$ cat src/rtl/echo_indication_deser.sv
`default_nettype none
// ============================================================================
// Module      : echo_indication_deser
// Description : Reassembles 32-bit portal FIFO words into one 96-bit Echo
//               indication message {v, meth, tag}.
//               Word 0 is a header {len[31:16], tag[15:0]}, followed by len
//               payload words. The first MAX_PAYLOAD payload words are kept.
//               Any further payload words are discarded and counted.
//               The assembled message is held on pipe_enq until it is
//               accepted.
// Ports       : CLK, nRST          clock, synchronous active-low reset
//               in_enq__ENA/RDY    word handshake into this block
//               in_enq_v[31:0]     word data
//               pipe_enq__ENA/RDY  message handshake out of this block
//               pipe_enq_v[95:0]   {payload1, payload0, 16'b0, tag}
//               drop_count[15:0]   saturating count of discarded payload words
//               abort_count[15:0]  saturating count of timed-out messages
// Config      : define ECHO_DESER_TIMEOUT_EN to abandon a message that sits
//               idle for TIMEOUT cycles in PAY/DRAIN. When it is undefined,
//               abort_count is tied to 0 and TIMEOUT is unused.
// Revision    : 1.0  initial release
// ============================================================================
module echo_indication_deser #(
  parameter int MAX_PAYLOAD = 2,
  parameter int TIMEOUT     = 255
) (
  input  logic        CLK,
  input  logic        nRST,
  input  logic        in_enq__ENA,
  input  logic [31:0] in_enq_v,
  output logic        in_enq__RDY,
  output logic        pipe_enq__ENA,
  output logic [95:0] pipe_enq_v,
  input  logic        pipe_enq__RDY,
  output logic [15:0] drop_count,
  output logic [15:0] abort_count
);

  typedef enum logic [1:0] {
    HDR   = 2'd0,
    PAY   = 2'd1,
    DRAIN = 2'd2,
    SEND  = 2'd3
  } state_t;

  // Slot index of the last kept payload word.
  localparam logic [1:0] LAST_IDX = 2'(MAX_PAYLOAD - 1);

  state_t      state;
  logic [15:0] tag;
  logic [15:0] remaining;
  logic [1:0]  idx;
  logic [31:0] payload0;
  logic [31:0] payload1;

  logic        word_acc;
  logic        msg_acc;
  logic [15:0] rem_next;

  assign in_enq__RDY   = nRST & (state != SEND);
  assign pipe_enq__ENA = nRST & (state == SEND);
  assign pipe_enq_v    = {payload1, payload0, 16'b0, tag};

  assign word_acc = in_enq__ENA & in_enq__RDY;
  assign msg_acc  = pipe_enq__ENA & pipe_enq__RDY;
  assign rem_next = remaining - 16'd1;

`ifdef ECHO_DESER_TIMEOUT_EN
  localparam logic [15:0] IDLE_LIMIT = 16'(TIMEOUT - 1);
  logic [15:0] idle_cnt;
  logic [15:0] abort_cnt;
  assign abort_count = abort_cnt;
`else
  assign abort_count = 16'd0;
  logic unused_cfg;
  assign unused_cfg = ^{1'b0, 32'(TIMEOUT)};
`endif

  always_ff @(posedge CLK) begin
    if (!nRST) begin
      state      <= HDR;
      tag        <= 16'd0;
      remaining  <= 16'd0;
      idx        <= 2'd0;
      payload0   <= 32'd0;
      payload1   <= 32'd0;
      drop_count <= 16'd0;
`ifdef ECHO_DESER_TIMEOUT_EN
      idle_cnt   <= 16'd0;
      abort_cnt  <= 16'd0;
`endif
    end else begin
      case (state)
        HDR: begin
          if (word_acc) begin
            tag       <= in_enq_v[15:0];
            remaining <= in_enq_v[31:16];
            idx       <= 2'd0;
            payload0  <= 32'd0;
            payload1  <= 32'd0;
            state     <= (in_enq_v[31:16] == 16'd0) ? SEND : PAY;
          end
        end
        PAY: begin
          if (word_acc) begin
            if (idx == 2'd0) payload0 <= in_enq_v;
            else             payload1 <= in_enq_v;
            idx       <= idx + 2'd1;
            remaining <= rem_next;
            if (rem_next == 16'd0)    state <= SEND;
            else if (idx == LAST_IDX) state <= DRAIN;
          end
        end
        DRAIN: begin
          if (word_acc) begin
            remaining <= rem_next;
            if (drop_count != 16'hFFFF) drop_count <= drop_count + 16'd1;
            if (rem_next == 16'd0) state <= SEND;
          end
        end
        SEND: begin
          if (msg_acc) state <= HDR;
        end
        default: state <= HDR;
      endcase

`ifdef ECHO_DESER_TIMEOUT_EN
      // Idle cycles are counted only while a message is in progress. The
      // timeout branch comes last, so it overrides the state update above.
      if ((state == PAY || state == DRAIN) && !word_acc) begin
        if (idle_cnt == IDLE_LIMIT) begin
          state    <= HDR;
          idle_cnt <= 16'd0;
          if (abort_cnt != 16'hFFFF) abort_cnt <= abort_cnt + 16'd1;
        end else begin
          idle_cnt <= idle_cnt + 16'd1;
        end
      end else begin
        idle_cnt <= 16'd0;
      end
`endif
    end
  end

endmodule
`default_nettype wire

$ cat config.mk
export PLATFORM = sky130hd
export DESIGN_NAME = echo_indication_deser
export DESIGN_NICKNAME = d
export VERILOG_FILES = /design/src/rtl/echo_indication_deser.sv
export SDC_FILE = /design/constraint.sdc
export NUM_CORES = 1
export LEC_CHECK = 0
export CAP_MARGIN = 5
export CORE_MARGIN = 8
export CORE_UTILIZATION = 44
export CTS_CLUSTER_DIAMETER = 120
export DETAILED_ROUTE_END_ITERATION = 10
export DONT_BUFFER_PORTS = 1
export REMOVE_ABC_BUFFERS = 1
export SYNTH_ARGS = -nofsm -noshare
export SYNTH_HDL_FRONTEND = slang
export SYNTH_SLANG_ARGS = --single-unit
$ cat constraint.sdc
create_clock -name CLK -period 5.54 [get_ports CLK]
set_input_delay 0.831 -clock CLK [delete_from_list [all_inputs] [get_ports CLK]]
set_output_delay 0.831 -clock CLK [all_outputs]
set_load 0.005 [all_outputs]
==> results.md <==
- Status: finished, final reports clean
- FF-to-FF setup slack: 2630 ps
- First-pass GRT wire length: roughly 23000 µm
- Gpl congestion: 0.837
- PD cells: approximately 470 nW/µm²
- NumNets Final: about 700
- Total Wirelength: 14500 µm
- Io pins: 166
- Finished Layout Cells: 818
- WL met2: 6870 µm
- Max-cap violations: 0
- Synth area leaders: dfxtp_1 (44%), a21oi_1 (9.8%), nand2_1 (8.1%), nand3_1 (6.9%), buf_4 (4.5%)
- Mean Syn Cell Area: 7.81 µm²
- Tot Pwr: 2790 µW
- Final Max Slew Viols: 0
- Worst setup SP type: register
- Leak: 0.00212 µW
- Starting DRC count in detailed routing: 311
- Routed Antenna Nets: 0
- Worst hold path class: register to register
- Post-Route Skew: 9.26 ps
- Share of layout cells above drive strength 1: 7.45%
- Area leader, netlist: dfxtp_1
- Hold Vio Cnt, Final: 0
- Core area: 11900 µm²
- Worst VDD drop: 0.191 mV
- Clock transition at path regs: 50 ps
- Endpoint, Worst Hold: tag[8]
- RR Endpoint: remaining[8]
- Row cnt: 40
- P&R area growth vs syn: 10.8%
- Ant. Diodes: 0
- Hold Crit Depth: 2
- Setup Buffers After CTS: 0
- Largest net degree at the start of global routing: 92
- Synth top area share: 43.6%
- GRT Util Overall: 18.1%
- Class of the most critical setup path: register to register
- Die Y: 126 µm
- Synth Cell Area: 5330 µm²
- PostCTS Resize Cnt: 0
- R2r worst-path depth: 7
- DRT Pass-1 Iters: 4
- Max Clock Freq: about 0.34 GHz
- Fillers: between 1000 and 1500
- Die ar.: about 16000 µm²
- DR vias/cell: ~5.6
- Tcrit/Tclk final: ~53%
- Async SR Flop Fraction: 0%
- H-Tree Depth: 4
- RSZ-0062 raised after global routing: false
- Critical Path RT: 5880 ps
- Latest clock arrival within the worst-skew pair: 420 ps
- Top layer in use: met4
- DRC violations left: 0
- Chip Width: 126 µm
- Yosys cell types: 58
- Drt wl/cell: approximately 18 µm
- RR Startpoint: state[0]
- Clock sink total: 116
- Initial antenna violation count: 0
- Setup Viol. Count Final: 0
- Post-Synthesis Cells: 682
- Hold Startpoint: tag[8]
- Crit-path max FO: 25
- Vias in the first global route: 4282
- Longest Clk Path Bufs: 2
- Worst-Margin Slew: 1130 ps
- Synthesized flop and latch total: 116
- Tmin final: between 2000 and 3000 ps
- Setup TNS: 0 ps
- Placed cells: 786
- DP Wirelength: 9900 µm
- Starting Density: 44.7%
- M1 wire length: 5770 µm
- Total CTS buffers: 17
- Headroom to the max-slew limit: 24.9%
- Crit path DAT: 3250 ps
- Hold Buf Count CTS: 0
- CTS tree: done
- Met3 Wirelength: about 1600 µm
- Port Buffers: 0
- Root Driver: clkbuf_16
- Most used DFF post-synth: dfxtp_1
- Post-synth EDFFs: 0
- DR vias: 4564
- CP endpoint kind: register
- Part of the Yosys area used for sequential elements: roughly 44%
- Grt ovf: 0
- Yosys Warn Count: 0
registers in the layout, summed over array words and instances (netlist names):
register,cells
remaining,16
drop_count,16
payload1,32
state,2
tag,16
payload0,32
idx,2
stage by stage:
stage / util [%] / setup WS [ps] / cell area (µm²) / hold WS, ps
6_report: 49.6 / 2630 / 5900 / 478
3_3_place_gp: 44.2 / 2750 / 5270 / 464
5_1_grt: 49.6 / 2310 / 5900 / 496
3_5_place_dp: 44.2 / 2610 / 5270 / 473
4_1_cts: 49.6 / 2600 / 5900 / 481
2_1_floorplan: - / 1750 / 5030 / 449
how the worst max path moves through the flow:
stage | startpoint | endpoint | cells after the start
after floorplan | state[1] | payload1[16] | 6
after global placement | state[1] | payload1[29] | 7
after detailed placement | state[1] | payload1[24] | 7
after CTS | state[1] | payload1[24] | 7
after global routing | state[0] | remaining[9] | 7
final | state[0] | remaining[8] | 7
cell usage after synthesis (all sizes together) (2+ instances only):
master and number:
nor3 10, a21o 4, or2 2, o22a 2, xnor2 6, or3 2
nor2 45, xor2 12, o21ba 2, and2 11, buf 38, a41oi 2
a31oi 4, nand2 116, inv 16, nand4b 2, a21oi 104, mux2i 4
nor4 7, a22oi 2, and3 5, nand4 5, clkbuf 41, o22ai 10
ha 9, nor3b 2, dfxtp 116, nand3 74, o21ai 8, and3b 2
o31ai 2
layout by cell type (no fill, tap or decap), drive strengths merged, types with 4 or more instances in the layout:
master / synthesis / routed
dfxtp: 116 / 116
nand2: 116 / 116
a21oi: 104 / 104
nand3: 74 / 74
nor2: 45 / 45
conb: 1 / 32
clkbuf: 41 / 24
inv: 16 / 15
xor2: 12 / 12
and2: 11 / 11
o22ai: 10 / 10
nor3: 10 / 10
ha: 9 / 9
o21ai: 8 / 8
nor4: 7 / 7
xnor2: 6 / 6
and3: 5 / 5
nand4: 5 / 5
buf: 38 / 5
clkinv: 1 / 5
mux2i: 4 / 4
a31oi: 4 / 4
bufinv: 0 / 4
a21o: 4 / 4
final cells by class:
cell class	count	area (µm²)	share of cell area [%]
multi-input combinational	501	2660	45.0
sequential	116	2320	39.3
clock buffer	24	492	8.33
tap	147	184	3.12
clock inverter	8	146	2.48
inverter	17	65.1	1.10
timing repair buffer	5	37.5	0.636
cell families (layout without fill, tap and decap cells):
| family | after synthesis | in the layout | share of synthesized area [%] |
|---|---|---|---|
| adder cells (fa/ha/maj) | 9 | 9 | 2.11 |
| AND/OR/NAND/NOR | 287 | 287 | 25.1 |
| multiplexers | 5 | 5 | 0.963 |
| buffers and inverters | 96 | 54 | 9.02 |
| XOR/XNOR | 18 | 18 | 2.96 |
| other | 1 | 32 | 0.0704 |
| flip-flops | 116 | 116 | 43.6 |
| AO/OA/AOI/OAI | 150 | 150 | 16.2 |
power breakdown:
| part | switching, µW | leakage, µW | internal [µW] |
|---|---|---|---|
| combinational | 446 | 0.000866 | 209 |
| sequential | 69.3 | 0.000939 | 899 |
| clock | 372 | 0.000310 | 799 |
| total | 887 | 0.00212 | 1910 |
worst max-delay path, stage by stage (launching register included):
cell and delay [ps]:
dfxtp_1 390, inv_1 100, ha_1 780, clkinv_1 810, nor2_1 260, a22oi_1 90
or2_2 300, a21oi_1 110
layer usage:
layer  GRT usage (%)  vias to the layer above
li1                -                     2231
met2            29.5                      162
met5               0                        -
met4            7.64                        0
met3            8.90                       24
met1            19.7                     2147
Note: power is estimated with default switching activity, not from simulation.
